### src/rtl/pipeline_stall_controller_pkg.sv
// Shared definitions for the pipeline stall controller: FSM state encodings
// and default parameter values.
package pipeline_stall_controller_pkg;

  typedef enum logic [1:0] {
    ST_RUN      = 2'd0,
    ST_MEM_WAIT = 2'd1,
    ST_ERROR    = 2'd2
  } state_e;

  localparam int MEM_TIMEOUT_DEFAULT = 64;
  localparam int CNT_W_DEFAULT       = 16;
  localparam int WAIT_CNT_W          = 8;

endpackage

### src/rtl/pipeline_stall_controller_sat_counter.sv
// Saturating up-counter: counts cycles with inc high and sticks at all-ones.
module sat_counter #(
  parameter int WIDTH = 16
) (
  input  logic             clk,
  input  logic             rst,
  input  logic             inc,
  output logic [WIDTH-1:0] count
);

  logic [WIDTH-1:0] count_q;
  logic [WIDTH-1:0] count_d;

  // next count, held once all-ones is reached
  always_comb begin
    count_d = count_q;
    if (inc && (count_q != {WIDTH{1'b1}})) begin
      count_d = count_q + {{(WIDTH-1){1'b0}}, 1'b1};
    end else begin
      count_d = count_q;
    end
  end

  // counter register
  always_ff @(posedge clk) begin
    if (rst) begin
      count_q <= {WIDTH{1'b0}};
    end else begin
      count_q <= count_d;
    end
  end

  assign count = count_q;

endmodule

### src/rtl/pipeline_stall_controller.sv
// Pipeline stall/flush controller: Mealy FSM arbitrating memory waits,
// taken branches and RAW hazards, plus saturating performance counters.
module pipeline_stall_controller
  import pipeline_stall_controller_pkg::*;
#(
  parameter int MEM_TIMEOUT = MEM_TIMEOUT_DEFAULT,
  parameter int CNT_W       = CNT_W_DEFAULT
) (
  input  logic             clk,
  input  logic             rst,
  input  logic             hazard_detected,
  input  logic             branch_taken,
  input  logic             mem_req,
  input  logic             mem_ready,
  output logic             freeze_pc,
  output logic             freeze_if_id,
  output logic             flush_if_id,
  output logic             bubble_id_exe,
  output logic             freeze_all,
  output logic             mem_timeout_err,
  output logic [1:0]       state,
  output logic [CNT_W-1:0] hazard_stalls,
  output logic [CNT_W-1:0] mem_stalls,
  output logic [CNT_W-1:0] flushes
);

  state_e                  state_q, state_d, decode_state_s;
  logic [WAIT_CNT_W-1:0]   wait_cnt_q, wait_cnt_d;
  logic                    pass_s;
  logic                    hazard_inc_s;
  logic                    mem_inc_s;

  // next state and Mealy outputs; while rst is high decode as RUN with memory masked
  always_comb begin
    state_d         = state_q;
    wait_cnt_d      = wait_cnt_q;
    pass_s          = 1'b0;
    hazard_inc_s    = 1'b0;
    mem_inc_s       = 1'b0;
    freeze_pc       = 1'b0;
    freeze_if_id    = 1'b0;
    flush_if_id     = 1'b0;
    bubble_id_exe   = 1'b0;
    freeze_all      = 1'b0;
    mem_timeout_err = 1'b0;
    decode_state_s  = rst ? ST_RUN : state_q;

    case (decode_state_s)
      ST_RUN: begin
        if (mem_req && !mem_ready && !rst) begin
          freeze_all = 1'b1;
          mem_inc_s  = 1'b1;
          state_d    = ST_MEM_WAIT;
          wait_cnt_d = 8'd1;
        end else begin
          pass_s = 1'b1;
        end
      end
      ST_MEM_WAIT: begin
        // ready wins over a timeout in the same cycle
        if (mem_ready) begin
          pass_s  = 1'b1;
          state_d = ST_RUN;
        end else begin
          freeze_all = 1'b1;
          mem_inc_s  = 1'b1;
          wait_cnt_d = wait_cnt_q + 8'd1;
          if (wait_cnt_q == 8'(MEM_TIMEOUT)) begin
            state_d = ST_ERROR;
          end else begin
            state_d = ST_MEM_WAIT;
          end
        end
      end
      default: begin
        freeze_all      = 1'b1;
        mem_timeout_err = 1'b1;
        state_d         = ST_ERROR;
      end
    endcase

    // branch beats hazard: the hazarding instruction is on the wrong path
    if (pass_s && branch_taken) begin
      flush_if_id   = 1'b1;
      bubble_id_exe = 1'b1;
    end else if (pass_s && hazard_detected) begin
      freeze_pc     = 1'b1;
      freeze_if_id  = 1'b1;
      bubble_id_exe = 1'b1;
      hazard_inc_s  = 1'b1;
    end else begin
      hazard_inc_s  = 1'b0;
    end
  end

  // FSM state and memory wait counter
  always_ff @(posedge clk) begin
    if (rst) begin
      state_q    <= ST_RUN;
      wait_cnt_q <= 8'd0;
    end else begin
      state_q    <= state_d;
      wait_cnt_q <= wait_cnt_d;
    end
  end

  assign state = state_q;

  sat_counter #(.WIDTH(CNT_W)) u_hazard_cnt (
    .clk   (clk),
    .rst   (rst),
    .inc   (hazard_inc_s),
    .count (hazard_stalls)
  );

  sat_counter #(.WIDTH(CNT_W)) u_mem_cnt (
    .clk   (clk),
    .rst   (rst),
    .inc   (mem_inc_s),
    .count (mem_stalls)
  );

  sat_counter #(.WIDTH(CNT_W)) u_flush_cnt (
    .clk   (clk),
    .rst   (rst),
    .inc   (flush_if_id),
    .count (flushes)
  );

endmodule

### config.mk
export PLATFORM = sky130hd
export DESIGN_NAME = pipeline_stall_controller
export DESIGN_NICKNAME = d
export VERILOG_FILES = /design/src/rtl/pipeline_stall_controller_pkg.sv /design/src/rtl/pipeline_stall_controller_sat_counter.sv /design/src/rtl/pipeline_stall_controller.sv
export SDC_FILE = /design/constraint.sdc
export NUM_CORES = 1
export LEC_CHECK = 0
export CORE_ASPECT_RATIO = 0.5
export CORE_MARGIN = 2
export CORE_UTILIZATION = 50
export CTS_CLUSTER_SIZE = 8
export DETAILED_ROUTE_END_ITERATION = 6
export PLACE_DENSITY = 0.84
export SLEW_MARGIN = 15
export SYNTH_ARGS = -nofsm -noshare
export SYNTH_HDL_FRONTEND = slang
export SYNTH_SLANG_ARGS = --single-unit
### constraint.sdc
create_clock -name clk -period 2.7 [get_ports clk]
set_clock_uncertainty 0.2 [all_clocks]
set_input_delay 0.54 -clock clk [delete_from_list [all_inputs] [get_ports clk]]
set_output_delay 0.54 -clock clk [all_outputs]
set_load 0.01 [all_outputs]
== Word level (Yosys, flattened, before mapping) ==
Cells that the tools add are included.
Storage, ports and cells
  register bits after elaboration: 58
  bits of input ports: 6
  output and inout port bits: 56
  word-level logic and storage cells: 49
Cells by class
  $add $sub $neg: 4
  eq/ne operators: 7
  muxes and demuxes: 20
  reduce and logical (&&, ||, !) cells: 13
Operators by type and width (count)
  16-bit by 1-bit adder with 16-bit output, second input constant: 3
  16-bit != test, second input constant: 3
  8-bit two-way mux: 2
  8-bit one-hot mux with 2 select lines: 1
  1-bit two-way mux: 9
  8-bit by 1-bit adder with 8-bit output, second input constant: 1
  8-bit by 7-bit equality test with 1-bit output, second input constant: 1
  2-bit two-way mux: 4
  1-bit logical AND: 7
  1-bit one-hot mux with 2 select lines: 3
  2-bit != test, second input constant: 2
  2-bit one-hot mux with 2 select lines: 1
  3-bit AND reduction: 1
  2-bit by 1-bit equality test with 1-bit output, second input constant: 1
  1-bit zero test: 2
  2-bit zero test: 1
  2-bit nonzero test: 1
  2-bit OR reduction: 1

== Depth between registers and ports, before layout ==
  depth in word-level cells: 9
  mapped depth: 7
  gate-level depth less buffers: 6

== Hierarchy ==
A second synthesis with hierarchy kept.
Unflattened totals
  cells, all modules: 368
  area, all modules: 3154.3 um^2
Modules (own cells, without submodules)
  sat_counter: instances 3, cells each 99, area each 848.3 um^2, seq. area each 320.3 um^2
  pipeline_stall_controller: instances 1, cells each 71, area each 609.3 um^2, seq. area each 200.2 um^2

== Worst setup path before layout ==
OpenSTA, ideal clock, no wires.
  path kind: input -> output
  start point: in rst
  end point: out freeze_pc
  arrival time: 1.564 ns
  required time: 1.960 ns
  path slack: 0.396 ns
  stages on the path: 4
  path buffers: 2
  cell sequence: buf_2 > o311ai_0 > inv_1 > buf_4
Between the ends
  word-level cells in the longest chain between the ends: 7
  elaborated cells between the ends (all ways): 11
  classes of those cells: 1 x eq/ne; 5 x mux; 5 x reduce/logical
Ends and longest elaborated chain
  start, declared: RTL line pipeline_stall_controller.sv:10  | input logic rst,
  1-bit zero test: RTL line pipeline_stall_controller.sv:50  | if (mem_req && !mem_ready && !rst) begin
  1-bit logical AND: RTL line pipeline_stall_controller.sv:50
  1-bit two-way mux: RTL line pipeline_stall_controller.sv:50
  1-bit one-hot mux with 2 select lines (*): RTL line pipeline_stall_controller.sv:48  | case (decode_state_s)
  1-bit logical AND: RTL line pipeline_stall_controller.sv:86  | end else if (pass_s && hazard_detected) begin
  1-bit two-way mux
  1-bit two-way mux (*)
  end, declared: RTL line pipeline_stall_controller.sv:15  | output logic freeze_pc,
Mark *: on every way between the ends. The rest lies on a longest branch, timed or not.

== Worst setup path in the final report ==
  start point: in mem_req
  end point: out flush_if_id
Between the ends
  word-level cells in the longest chain between the ends: 6
Ends and longest elaborated chain
  start, declared: RTL line pipeline_stall_controller.sv:13  | input logic mem_req,
  1-bit logical AND (2 in series): RTL line pipeline_stall_controller.sv:50
  1-bit two-way mux: RTL line pipeline_stall_controller.sv:50
  1-bit one-hot mux with 2 select lines: RTL line pipeline_stall_controller.sv:48
  1-bit logical AND: RTL line pipeline_stall_controller.sv:83  | if (pass_s && branch_taken) begin
  1-bit two-way mux: RTL line pipeline_stall_controller.sv:83
  end, declared: RTL line pipeline_stall_controller.sv:17  | output logic flush_if_id,
Every way passes these cells.

==> impl_metrics.json <==
{
  "status": "complete, no violations",
  "required_ns": 1.96,
  "synth_cell_types": 52,
  "ys.flop_type": "dfxtp_1",
  "synth_edf_count": 0,
  "ant_nets": 0,
  "antenna_found_initial": 0,
  "grt_remaining_overflow": 0,
  "p_seq_frac": 0.364,
  "power_frac_comb": 0.051,
  "ioPinCount": 62,
  "dr.first_iter.drc_count": 241,
  "start_util": 0.5232,
  "worst-path-buf-inv": 3,
  "clkLatencyLatePin_ns": 0.33,
  "cts.sinks": 58,
  "grt_usage": 0.2457,
  "synth_top_area_share": 0.4007,
  "cap_violations": 0,
  "finalWirelength_um": 7621,
  "layout-drive-gt1-share": 0.1030,
  "clkPwrFrac": 0.586,
  "max_stage_delay_ns": 0.44,
  "fmax_mhz": 382.5,
  "cts_inserted_buffers": 9,
  "tightest_slew_ns": 0.5136,
  "n_antenna_cell": 0,
  "hold_viol": 0,
  "cts_buffer_depth": 2,
  "power_density_nw_per_um2": 596.4,
  "ctsHoldBuffers": 0,
  "drc": 0,
  "arrival_ns": 1.87,
  "fp.coreArea_um2": 5539,
  "crit_chain": "clkdlybuf4s50_1, or2_4, a211oi_1, buf_4, dlygate4sd2_1",
  "yosysSeqAreaShare": 0.4007,
  "switching_share": 0.1971,
  "grt_pass1_vias": 2789,
  "syn-num-nets": 354,
  "synthMostInstantiatedCell": "nor2_1",
  "vias": 2891,
  "row_count": 19,
  "final.period_utilization": 0.9683,
  "power.internal_uw": 1940,
  "crit_family": "buffers and inverters",
  "nNetsFinal": 433,
  "slew-limit-headroom": 0.6544,
  "synth_common_cells": "61 x nor2_1, 58 x dfxtp_1, 28 x xnor2_1",
  "power.switching_uw": 476.3,
  "gp_congestion": 0.8624,
  "viasPerCell": 5.782,
  "synthTopCellsByArea": "dfxtp_1 40%, xnor2_1 8.5%, nor2_1 7.9%",
  "crit_type": "input port to output port",
  "finalPower_uw": 2416,
  "layout_min_cycle_time_ns": 2.614,
  "min_path_type": "flip-flop to flip-flop",
  "grt_max_degree": 28,
  "synth_area_leader_cell": "dfxtp_1",
  "netlist_area_um2": 2898,
  "first_pass_iters": 4,
  "grt_pass1_wl_um": 12830,
  "h-tree-depth": 3,
  "avgSynthCellArea_um2": 8.448,
  "portBuffers": 61,
  "cts_tree": "yes",
  "areaGrowthSynthToFinish_pct": 39.81,
  "cts_root_buf": "clkbuf_16",
  "setup_viol": 0,
  "critical_path.endpoint_type": "output port",
  "setup_slack_ns": 0.08558,
  "worst-path-max-fanout": 4,
  "preCtsSetupSlack_ns": -0.1914,
  "finalMaxSlewViolations": 0,
  "dieHeight_um": 57.83,
  "design.die.area_um2": 6457,
  "ys_warn_count": 0,
  "rsz0062_at_grt": "no",
  "hpwl_um": 5064,
  "final.fill_count": 415,
  "ys_ff_latch": 58,
  "postSynthCellCount": 343,
  "routedWlPerCell_um": 15.24,
  "ir_worst_vdd_uv": 351.9,
  "synth-async-reset-ratio": 0,
  "startpoint_type": "input port",
  "p_leak_uw": 0.001444,
  "fin_tns_setup_ns": 0,
  "die_w_um": 111.7,
  "path_clk_slew_ns": 0.05,
  "cp_slowest_cell": "clkdlybuf4s50_1"
}
==> metrics by stage <==
stage	area (µm²)	std cells	hold WS, ns	utilization
after CTS	4049	500	0.2886	0.7310
after floorplan	2898	343	0.2710	-
after detailed placement	3676	484	0.2743	0.6637
after global placement	3676	484	0.2645	0.6637
after global routing	4051	500	0.3303	0.7314
final	4051	500	0.2854	0.7314
==> cells in the final DEF (no fill, tap or decap), types with 2 or more instances in the layout <==
| cell type | instances |
|---|---|
| nor2_1 | 61 |
| nand2_1 | 20 |
| and4_1 | 7 |
| nor3b_1 | 2 |
| bufinv_16 | 4 |
| nor4_1 | 9 |
| dlygate4sd2_1 | 4 |
| nor2b_1 | 2 |
| nand2b_1 | 2 |
| xor2_1 | 12 |
| a21oi_1 | 10 |
| mux2i_1 | 2 |
| nand3_1 | 23 |
| and2_1 | 2 |
| o211ai_1 | 3 |
| or3_1 | 4 |
| a211oi_1 | 2 |
| o21ai_0 | 5 |
| o211a_1 | 2 |
| xnor2_1 | 28 |
| buf_4 | 18 |
| clkdlybuf4s50_1 | 55 |
| nor3_1 | 18 |
| dfxtp_1 | 58 |
| ha_1 | 5 |
| clkbuf_16 | 9 |
| a311oi_1 | 2 |
| inv_1 | 10 |
| nand4_1 | 15 |
| and3_1 | 5 |
==> repair_timing <==
| action | in CTS | in global routing |
|---|---|---|
| resized for setup | 6 | 1 |
| endpoints found under the setup margin | 5 | 1 |
| setup buffers | 0 | 0 |
==> cell families after synthesis <==
logic type / synth area share
buf+inv: 0.03152
simple gates: 0.3212
flops: 0.4007
fa+ha+maj: 0.02159
mux: 0.01079
xor+xnor: 0.1209
compound gates: 0.09327
==> per-layer routing <==
layer / global-route usage / routed length (µm) / vias up
met2: 0.4381 / 3798 / 102
met4: 0.1041 / 166 / 0
met3: 0.06904 / 445 / 21
li1: - / - / 1388
met5: 0 / 0 / -
met1: 0.2852 / 3210 / 1380
==> worst reg2reg max path, cell delays in order (launching register included) <==
cell	delay, ns
dfxtp_1	0.35
inv_1	0.08
ha_1	0.14
or4b_2	0.60
nor4_1	0.47
a21oi_1	0.14
nor2_1	0.10
==> worst paths after layout <==
check | start | endpoint | slack (ns) | cells after the start
worst min-delay path | u_mem_cnt.count[15] | u_mem_cnt.count[15] | 0.29 | 1
worst max register to register | wait_cnt_q[0] | state[1] | 0.55 | 6
worst max-delay path | mem_req | flush_if_id | 0.09 | 5
worst min register to register | u_mem_cnt.count[15] | u_mem_cnt.count[15] | 0.29 | 1
==> cell type report <==
type	instances	area [µm²]	share of cell area
Sequential cell	58	1161	0.2866
Tap cell	73	91.34	0.02254
Timing Repair Buffer	79	738.2	0.1822
Multi-Input combinational cell	264	1655	0.4086
Clock inverter	5	125.1	0.03088
Clock buffer	11	242.7	0.05991
Inverter	10	37.54	0.009265
==> power by group through the flow <==
stage               Sequential (µW)  Clock [µW]  Combinational [µW]
global placement                895           0                 117
global route                    880        1460                 132
floorplan                       896           0                59.7
finish                          879        1410                 123
CTS                             878        1420                 122
detailed placement              896           0                 120
==> registers in the layout (all words and copies together), names as in the netlist <==
register / cells
u_hazard_cnt.count: 16
u_mem_cnt.count: 16
u_flush_cnt.count: 16
state: 2
wait_cnt_q: 8
No activity file was read; power rests on OpenSTA's default activity.
